--- src/rtl/trinary_sync_sink.sv ---
// Sink for a 3-rail NCL channel: synchronizes wavefronts into clk,
// records the winning rail in a 4-deep FWFT FIFO and keeps per-rail counts.
module trinary_sync_sink (
  input  logic        clk,
  input  logic        init,
  input  logic [2:0]  trinary,
  output logic        trinaryCOMP,
  output logic        out_valid,
  input  logic        out_ready,
  output logic [1:0]  out_id,
  output logic [15:0] cnt0,
  output logic [15:0] cnt1,
  output logic [15:0] cnt2,
  output logic        err_multi,
  output logic        fifo_full
);

  typedef enum logic {
    WAIT_DATA = 1'b0,
    WAIT_NULL = 1'b1
  } state_t;

  state_t     state;
  state_t     state_nx;
  logic [2:0] s1;
  logic [2:0] s2;
  logic [2:0] s3;
  logic       stable;
  logic       is_null;
  logic       is_one;
  logic       is_multi;
  logic [1:0] rail;
  logic [1:0] mem [4];
  logic [1:0] wp;
  logic [1:0] rp;
  logic [2:0] count;
  logic       pop;
  logic       can_acc;
  logic       push;
  logic       set_err;

  always_comb begin
    stable   = (s2 == s3);
    is_null  = (s2 == 3'b000);
    is_one   = $onehot(s2);
    is_multi = !is_null && !is_one;
    rail     = 2'd0;
    if (is_one) begin
      unique case (1'b1)
        s2[0]: rail = 2'd0;
        s2[1]: rail = 2'd1;
        s2[2]: rail = 2'd2;
      endcase
    end
  end

  // A full FIFO still accepts when the head leaves on the same edge.
  assign pop     = out_valid && out_ready;
  assign can_acc = (count != 3'd4) || pop;

  always_comb begin
    state_nx = state;
    push     = 1'b0;
    set_err  = 1'b0;
    unique case (state)
      WAIT_DATA: begin
        if (stable && is_one && can_acc) begin
          push     = 1'b1;
          state_nx = WAIT_NULL;
        end else if (stable && is_multi) begin
          set_err  = 1'b1;
          state_nx = WAIT_NULL;
        end
      end
      WAIT_NULL: begin
        if (stable && is_null) begin
          state_nx = WAIT_DATA;
        end
      end
    endcase
  end

  always_ff @(posedge clk or negedge init) begin
    if (!init) begin
      s1    <= '0;
      s2    <= '0;
      s3    <= '0;
      state <= WAIT_DATA;
    end else begin
      s1    <= trinary;
      s2    <= s1;
      s3    <= s2;
      state <= state_nx;
    end
  end

  always_ff @(posedge clk or negedge init) begin
    if (!init) begin
      for (int i = 0; i < 4; i++) begin
        mem[i] <= '0;
      end
      wp    <= '0;
      rp    <= '0;
      count <= '0;
    end else begin
      if (push) begin
        mem[wp] <= rail;
        wp      <= wp + 2'd1;
      end
      if (pop) begin
        rp <= rp + 2'd1;
      end
      unique case ({push, pop})
        2'b10:   count <= count + 3'd1;
        2'b01:   count <= count - 3'd1;
        default: count <= count;
      endcase
    end
  end

  always_ff @(posedge clk or negedge init) begin
    if (!init) begin
      cnt0      <= '0;
      cnt1      <= '0;
      cnt2      <= '0;
      err_multi <= 1'b0;
    end else begin
      if (push && rail == 2'd0 && cnt0 != 16'hFFFF) begin
        cnt0 <= cnt0 + 16'd1;
      end
      if (push && rail == 2'd1 && cnt1 != 16'hFFFF) begin
        cnt1 <= cnt1 + 16'd1;
      end
      if (push && rail == 2'd2 && cnt2 != 16'hFFFF) begin
        cnt2 <= cnt2 + 16'd1;
      end
      if (set_err) begin
        err_multi <= 1'b1;
      end
    end
  end

  assign trinaryCOMP = (state == WAIT_NULL);
  assign out_valid   = (count != 3'd0);
  assign fifo_full   = (count == 3'd4);
  assign out_id      = mem[rp];

endmodule

--- config.mk ---
export PLATFORM = sky130hd
export DESIGN_NAME = trinary_sync_sink
export DESIGN_NICKNAME = d
export VERILOG_FILES = /design/src/rtl/trinary_sync_sink.sv
export SDC_FILE = /design/constraint.sdc
export NUM_CORES = 1
export LEC_CHECK = 0
export ABC_AREA = 1
export CAP_MARGIN = 40
export CORE_UTILIZATION = 50
export DETAILED_ROUTE_END_ITERATION = 10
export GPL_ROUTABILITY_DRIVEN = 0
export GPL_TIMING_DRIVEN = 0
export MAX_ROUTING_LAYER = met4
export PLACE_DENSITY = 0.77
export SLEW_MARGIN = 25
export SYNTH_ARGS = -nofsm -noshare
export SYNTH_HDL_FRONTEND = slang
export SYNTH_SLANG_ARGS = --single-unit
--- constraint.sdc ---
create_clock -name clk -period 2.75 [get_ports clk]
set_clock_uncertainty 0.05 [all_clocks]
set_input_delay 0.6875 -clock clk [delete_from_list [all_inputs] [get_ports clk]]
set_output_delay 0.6875 -clock clk [all_outputs]
set_load 0.005 [all_outputs]
== After elaboration in Yosys (flattened, before gate mapping) ==
Cells that the tools add are included.

* Bitwise logic cells: 3
* Reductions and logical operators: 20
* Equal/unequal tests: 11
* Mux-type cells: 17
* $lt $le $gt $ge: 3
* $add $sub $neg: 9

{| class="wikitable"
|+ Operator list
! cell !! count
|-
| adder 16 x 1 -> 16 bit, second input constant || 3
|-
| inequality test 16 bit, second input constant || 3
|-
| logical AND 1 bit || 13
|-
| bitwise mux 8 bit || 1
|-
| two-way mux 2 bit || 4
|-
| two-way mux 1 bit || 7
|-
| equality test 2 x 1 -> 1 bit, second input constant || 3
|-
| greater-or-equal comparator 3 bit, second input constant || 2
|-
| NOT 2 -> 3 bit || 2
|-
| case mux 2 bit (3 select lines) || 1
|-
| case mux 3 bit (2 select lines) || 1
|-
| adder 2 x 1 -> 2 bit, second input constant || 2
|-
| binary-select mux 2 bit (select 2 bit) || 1
|-
| demux 2 bit (select 2 bit) || 1
|-
| equality test 2 bit, second input constant || 2
|-
| adder 3 x 1 -> 3 bit, second input constant || 1
|-
| equality test 3 bit || 1
|-
| equality test 3 bit, second input constant || 1
|-
| zero test 3 bit || 1
|-
| less-than comparator 3 x 1 -> 1 bit, second input constant || 1
|-
| inequality test 3 bit, second input constant || 1
|-
| nonzero test 3 bit || 1
|-
| subtractor 3 x 1 -> 3 bit, second input constant || 1
|-
| adder 1 x 1 -> 2 bit || 1
|-
| other kinds (7) || 8
|}

* Register bits after elaboration: 74
* Logic and storage cells: 78

== Longest topological paths before layout ==
Gate-level depths: netlist (run 1).

* Word-level depth: 9
* Depth in mapped cells: 14
* Mapped depth without buffers: 13

== Least setup slack after synthesis (run 1) ==
No wires, ideal clock.

* Path kind: register to register
* Start: register s2[0]
* End: register count[2]
* Slack: 0.179 ns
* Cell stages (with the launch flop): 14
* Data required time: 2.569 ns
* Data arrival time: 2.391 ns
* Cell sequence: dfrtp_1 > fa_1 > nand2_1 > nor2_2 > nand2_4 > nor2_4 > buf_6 > inv_1 > ha_1 > inv_1 > fa_1 > a21oi_1 > o21ai_0 > xor2_1

* Word-level cells in the longest chain between the ends: 9
* Elaborated cells between the ends (all ways): 12
* Those cells by class: add/sub: 2; eq/ne: 4; mux: 3; reduce/logical: 3

{| class="wikitable"
|+ RTL lines
! what !! line !! source
|-
| start: declaration || 26 || <nowiki>logic [2:0] s2;</nowiki>
|-
| start signal: assignment || 86 || <nowiki>s2 <= '0;</nowiki>
|-
| start signal: assignment || 91 || <nowiki>s2 <= s1;</nowiki>
|-
| adder 1 x 1 -> 2 bit (not written as such) || 45 || <nowiki>is_one = $onehot(s2);</nowiki>
|-
| adder 2 x 1 -> 2 bit (not written as such) || 45 ||
|-
| equality test 2 x 1 -> 1 bit || 45 ||
|-
| logical AND 1 bit (*) (2 in series) || 67 || <nowiki>if (stable && is_one && can_acc) begin</nowiki>
|-
| two-way mux 1 bit (*) || 67 ||
|-
| two-way mux 1 bit (*) || 65 || <nowiki>unique case (state)</nowiki>
|-
| equality test 2 x 1 -> 1 bit or equality test 2 bit (tied branches) || 113 || <nowiki>unique case ({push, pop})</nowiki>
|-
| case mux 3 bit (2 select lines) or nonzero test 2 bit (tied branches) || -- ||
|-
| end signal: assignment || 114 || <nowiki>2'b10: count <= count + 3'd1;</nowiki>
|-
| end signal: assignment || 115 || <nowiki>2'b01: count <= count - 3'd1;</nowiki>
|-
| end signal: assignment || 116 || <nowiki>default: count <= count;</nowiki>
|-
| end: declaration || 36 || <nowiki>logic [2:0] count;</nowiki>
|}

Every way passes the cells marked *; elsewhere a longest branch is shown, timed or not.
A chain may end at the register's enable or synchronous reset.

== Worst setup path after layout (run 1) ==
* Start: register s2[1]
* End: register count[1]

The elaborated chain is that of the path after synthesis.

==> flow_metrics.py, run 1 <==
metrics = {
    "run_status": {
        "outcome": "completed",
    },
    "critical_path": {
        "start_kind": "flop",
        "r2r-end": "count[1]",
        "critPathRequiredTime_ns": 2.98,
        "reg2reg_from": "s2[1]",
        "path_max_fanout": 10,
        "critPathCaptureType": "flop",
        "arrival_ns": 2.85,
        "critical_path_class": "reg -> reg",
        "reg2regPathDepth": 11,
        "r2r_slack_ns": 0.12,
    },
    "drt": {
        "drc": 0,
        "wirelength_mm": 9.769,
        "ant_nets": 0,
        "firstDrtPassIters": 4,
        "drt_iter0_drc": 112,
        "vias_per_cell": 5.148,
        "routed-via-count": 3887,
        "wl_per_cell_um": 12.94,
    },
    "synth": {
        "syn_nets": 583,
        "yosysMostFrequentCell": "nand2_1",
        "syn_area_um2": 4342,
        "synthArstFlopShare_pct": 100.0,
        "synth_edf_count": 0,
        "yosysTopAreaCell": "dfrtp_1",
        "yosysSeqAreaShare_pct": 42.65,
        "yosys_register_bits": 74,
        "synth.avg_cell_area_um2": 7.657,
        "synth.top_cells.by_area": "dfrtp_1 43%, nand2_1 19%, nand3_1 7.5%, nor2_1 4.3%, inv_1 3.9%",
        "syn_inst": 567,
        "yosys_warnings": 0,
        "yosys.cell_types.count": 29,
        "synthTopCellsByCount": "217 x nand2_1, 74 x dfrtp_1, 65 x nand3_1",
        "synth_top_area_share_pct": 42.65,
        "ys.flop_type": "dfrtp_1",
    },
    "floorplan": {
        "rows": 33,
        "ios": 60,
        "floorplan.initialDensity_pct": 52.31,
        "die_w_um": 95.19,
        "core_area_um2": 8299,
        "die-area_um2": 9060,
        "die_y_um": 95.19,
    },
    "layout": {
        "syn_to_final_growth_pct": 23.98,
        "num_antenna_cells": 0,
        "stdcell_count": 755,
        "finalInstanceArea_um2": 5383,
        "num-nets-final": 661,
        "post-route-util_pct": 64.86,
        "drive_above_1_share_pct": 9.231,
    },
    "global_routing": {
        "met2_usage_pct": 38.87,
        "grt_pass1_wl_mm": 16.66,
        "grt_pass1_vias": 3680,
        "met1_usage_pct": 31.40,
        "grt_max_degree": 43,
        "grt-ovfl-total": 0,
        "grt_use_total_pct": 24.18,
        "grt-busiest-layer": "met2",
        "antenna_found_initial": 0,
        "grt_util_met3_pct": 3.270,
    },
    "clock_network": {
        "cts_tree": "yes",
        "clockBufferDepth": 2,
        "clk_pin_slew_ns": 0.09,
        "cts_inserted_buffers": 9,
        "clk-insertion-delay-late_ns": 0.35,
        "cts.sinks": 74,
        "clockRootBuffer": "clkbuf_8",
        "h-tree-depth": 3,
    },
    "job": {
        "drv_cap": 0,
    },
    "sta": {
        "drv_slew": 0,
        "rsz0062_at_grt": "false",
        "fin_hold_ws_ns": 0.2274,
        "tightest_slew_ns": 0.4666,
        "max_freq_ghz": 0.3809,
        "finalHoldViolations": 0,
        "slew-limit-headroom_pct": 68.89,
        "min_period_over_period_pct": 95.47,
        "period_needed_ns": 2.625,
        "finalSetupTns_ns": 0,
        "setup_viol": 0,
        "postLayoutSetupSlackWorst_ns": 0.1246,
    },
    "pwr": {
        "total_power_mw": 2.838,
        "ir_worst_vdd_uv": 275.7,
        "powerDensity_nw_per_um2": 527.2,
        "leakagePower_nw": 2.544,
    },
    "placement": {
        "port_buffers": 59,
        "post-dp-hpwl_mm": 6.878,
        "place_ws_ns": -0.1977,
        "place_area_um2": 5081,
        "dp_cells": 732,
    },
    "min_path": {
        "worstHoldPathType": "in -> async",
    },
}
[report_power, final]
part           switching (mW)  leakage [nW]  internal, mW
Clock                   0.428         0.117         0.606
Combinational           0.258          1.44         0.259
Sequential             0.0998         0.985          1.19
[logic make-up (layout without fill, tap and decap cells)]
kind of cell	after synthesis	after routing	share of synthesized area, %
buf+inv	58	141	5.879
compound gates	28	28	3.285
simple gates	370	370	39.34
xor+xnor	27	27	5.620
flops	74	74	42.65
fa+ha+maj	10	10	3.228
[flip-flops by register name (all words and copies together), names as in the netlist]
name         flops
cnt1            16
mem              8
cnt2            16
wp               2
s1               3
s3               3
count            3
s2               3
rp               2
cnt0            16
err_multi        1
trinaryCOMP      1
[worst max path at each step]
stage / from / end / slack (ns) / cells past startpoint
after floorplan: s2[0] / count[2] / 0.18 / 13
after global placement: init / cnt2[6] / -1.66 / 1
after detailed placement: out_ready / count[2] / -0.20 / 13
after CTS: s2[0] / count[2] / 0.005 / 13
after global routing: s2[1] / count[2] / 0.02 / 13
final: s2[1] / count[1] / 0.12 / 11
[layout make-up]
type,instances,area (um^2)
inverters,48,180.2
clock inverters,6,115.1
clock buffers,10,127.6
fillers,725,2917
repair buffers,67,660.6
flip-flops and latches,74,1856
multi-input cells,435,2237
plain buffers,10,75.07
well taps,105,131.4
[timing repair]
action                     in CTS  in global routing
setup endpoints to repair       2                  2
gates cloned                    0                  0
resized for setup               1                  4
hold buffers                    0                  0
pin swaps                       0                  2
setup buffers                   0                  7
[critical path, cell delays in order (launching register included)]
cell,delay [ns]
dfrtp_2,0.43
fa_1,0.57
nand2_2,0.07
nor2_2,0.12
nand2_4,0.09
nor2_4,0.13
buf_6,0.17
inv_1,0.08
ha_1,0.18
inv_1,0.10
fa_1,0.41
o21ai_0,0.16
[cell usage in the layout, fill, tap and decap left out, drive strengths merged, types with 3 or more instances in the layout]
| cell type | instances |
|---|---|
| nand2 | 218 |
| dfrtp | 74 |
| nand3 | 71 |
| clkdlybuf4s50 | 58 |
| nor2 | 58 |
| inv | 47 |
| o21ai | 24 |
| buf | 17 |
| nand4 | 16 |
| xor2 | 15 |
| xnor2 | 12 |
| clkbuf | 12 |
| ha | 8 |
| nor3 | 4 |
| nand3b | 3 |
| bufinv | 3 |
| clkinv | 3 |
[per-layer routing]
layer	wire [um]	part of all wire [%]
met5	0	0
met2	4722	48
met4	119	1.2
met3	456	4.7
met1	4470	46
(Power assumes the default switching activity.)
==> inputs of run 2 (changes only) <==
ABC_CLOCK_PERIOD_IN_PS = 2750   (was not set)
==> results of run 2 <==
The final DEF is identical to that of run 1; final timing and power are the same.
==> inputs of run 3 (changes only) <==
DONT_BUFFER_PORTS = 1   (was not set)
PLACE_DENSITY = 0.68   (was 0.77)
==> run 3 against run 2 <==
- power is 7.6% lower
- flip-flop and latch count stayed put
- non-clock buffer count is 56 lower
- maximum frequency is 0.14% higher
- global-route usage is 1.2 points lower
- design area is 11% lower
- clock power is 9% lower
- worst hold slack worse by 0.057 ns
- setup slack better by 0.0038 ns
- via count is 5.7% lower
- final cell count is 7.4% lower
- critical endpoint unchanged
- largest cell class unchanged
==> flow_metrics.py, run 3 (synthesized netlist as in run 1, its figures left out) <==
metrics = {
    "drt": {
        "wl_per_cell_um": 13.30,
        "drt_iter0_drc": 147,
        "ant_nets": 0,
        "firstDrtPassIters": 4,
        "drc": 0,
        "routed-via-count": 3666,
        "wirelength_mm": 9.296,
        "vias_per_cell": 5.245,
    },
    "clock_network": {
        "clk_pin_slew_ns": 0.08,
        "clk-insertion-delay-late_ns": 0.34,
        "cts.sinks": 74,
        "clockBufferDepth": 2,
        "h-tree-depth": 3,
        "clockRootBuffer": "clkbuf_8",
        "cts_tree": "yes",
        "cts_inserted_buffers": 9,
    },
    "sta": {
        "max_freq_ghz": 0.3814,
        "finalHoldViolations": 0,
        "min_period_over_period_pct": 95.33,
        "postLayoutSetupSlackWorst_ns": 0.1284,
        "tightest_slew_ns": 0.4570,
        "setup_viol": 0,
        "period_needed_ns": 2.622,
        "slew-limit-headroom_pct": 69.53,
        "drv_slew": 0,
    },
    "global_routing": {
        "grt_pass1_vias": 3347,
        "grt_max_degree": 75,
        "antenna_found_initial": 0,
        "grt_use_total_pct": 22.98,
        "grt_pass1_wl_mm": 15.64,
        "grt-ovfl-total": 0,
    },
    "layout": {
        "num-nets-final": 605,
        "drive_above_1_share_pct": 10.44,
        "final_cell_mix": "216 x nand2_1, 72 x dfrtp_1, 65 x nand3_1",
        "post-route-util_pct": 57.91,
        "final_common_cell": "nand2_1",
        "syn_to_final_growth_pct": 10.69,
        "num_antenna_cells": 0,
        "largestRegisters": "cnt0: 16 flops, cnt1: 16 flops, cnt2: 16 flops",
    },
    "pwr": {
        "power_frac_clock_pct": 35.9,
        "netSwitchingFraction_pct": 28.41,
        "p_comb_share_pct": 14.8,
        "leakagePower_nw": 2.352,
        "switchingPower_mw": 0.7446,
        "seq_power_share_pct": 49.3,
        "p_int_mw": 1.876,
        "powerDensity_nw_per_um2": 545.4,
        "ir_worst_vdd_uv": 243.7,
    },
    "job": {
        "drv_cap": 0,
    },
    "critical_path": {
        "critPathRequiredTime_ns": 2.97,
        "critPathCaptureType": "flop",
        "arrival_ns": 2.84,
        "startpoint": "s2[1]",
        "reg2reg_from": "s2[1]",
        "r2r_slack_ns": 0.13,
        "cpMostUsedCell": "inv_1",
        "slowest_stage": "fa_1",
        "path_max_fanout": 7,
        "path_cells": "fa_1 > nand2_2 > nor2_2 > nand2_4 > nor2_4 > buf_8 > inv_1 > ha_1 > inv_1 > fa_2 > o21ai_0",
        "critical_path_class": "reg -> reg",
        "cpPeakStageDelay_ns": 0.58,
        "start_kind": "flop",
    },
    "run_status": {
        "outcome": "completed",
    },
    "floorplan": {
        "ios": 60,
        "core_area_um2": 8299,
        "floorplan.initialDensity_pct": 52.31,
        "die_w_um": 95.19,
        "rows": 33,
        "die_y_um": 95.19,
        "die-area_um2": 9060,
    },
    "placement": {
        "port_buffers": 0,
        "post-dp-hpwl_mm": 6.314,
        "place_ws_ns": -0.02358,
    },
    "min_path": {
        "worstHoldPathType": "in -> async",
    },
}
[run 3: through the flow]
step	hold slack [ns]	area [um^2]	TNS, ns	power, mW	instances
5_1_grt	0.1917	4806	-0.004842	2.791	699
3_5_place_dp	0.2863	4473	-0.03677	1.661	672
6_report	0.1702	4806	0	2.621	699
4_1_cts	0.1786	4722	0	2.636	689
2_1_floorplan	0.2812	4342	0	1.576	567
3_3_place_gp	0.2864	4473	0	1.638	672
[run 3: cell type report]
cell class              instances  area, um^2
multi-input cells             435        2240
well taps                     105       131.4
clock buffers                  11       141.4
clock inverters                 5       77.57
fillers                       735        3493
inverters                      48       180.2
repair buffers                 11       102.6
plain buffers                  10       78.83
flip-flops and latches         74        1854
[run 3: path summary, 6_finish.rpt]
path / endpoint / cells after the start
setup / recovery: count[1] / 11
min in group clk: s2[1] / 0
hold / removal: rp[0] / 1
max in group asynchronous: s2[0] / 1
hold reg to reg: s2[1] / 0
setup reg to reg: count[1] / 11
[run 3: what timing repair did]
| action | in CTS | in global routing |
|---|---|---|
| pin swaps | 1 | 2 |
| setup buffers | 0 | 10 |
| endpoints found under the setup margin | 2 | 2 |
| hold endpoints to repair | 74 | 0 |
| cloned | 0 | 0 |
| hold buffers | 1 | 0 |
| gates resized for setup | 2 | 3 |
[run 3: worst max-delay path: cells and delay by family, from the launching register on]
family,cells,cell delay (ns)
and+or+nand+nor,4,0.42
buffers and inverters,3,0.29
AOI/OAI and AO/OA,1,0.16
adders and majority gates,3,1.18
DFF,1,0.45
[run 3: power by group through the flow]
stage	Sequential, mW	Combinational, mW	Clock (mW)
2_1_floorplan	1.29	0.288	0
3_3_place_gp	1.31	0.326	0
3_5_place_dp	1.32	0.344	0
4_1_cts	1.30	0.372	0.968
5_1_grt	1.31	0.462	1.01
6_report	1.29	0.387	0.942
[run 3: metal layers]
metal	routed length (um)	GRT usage [%]	vias to the layer above
li1	-	-	1857
met1	4289	29.05	1718
met2	4410	35.18	83
met3	505	5.742	8
met4	91	9.470	0
met5	0	-	-
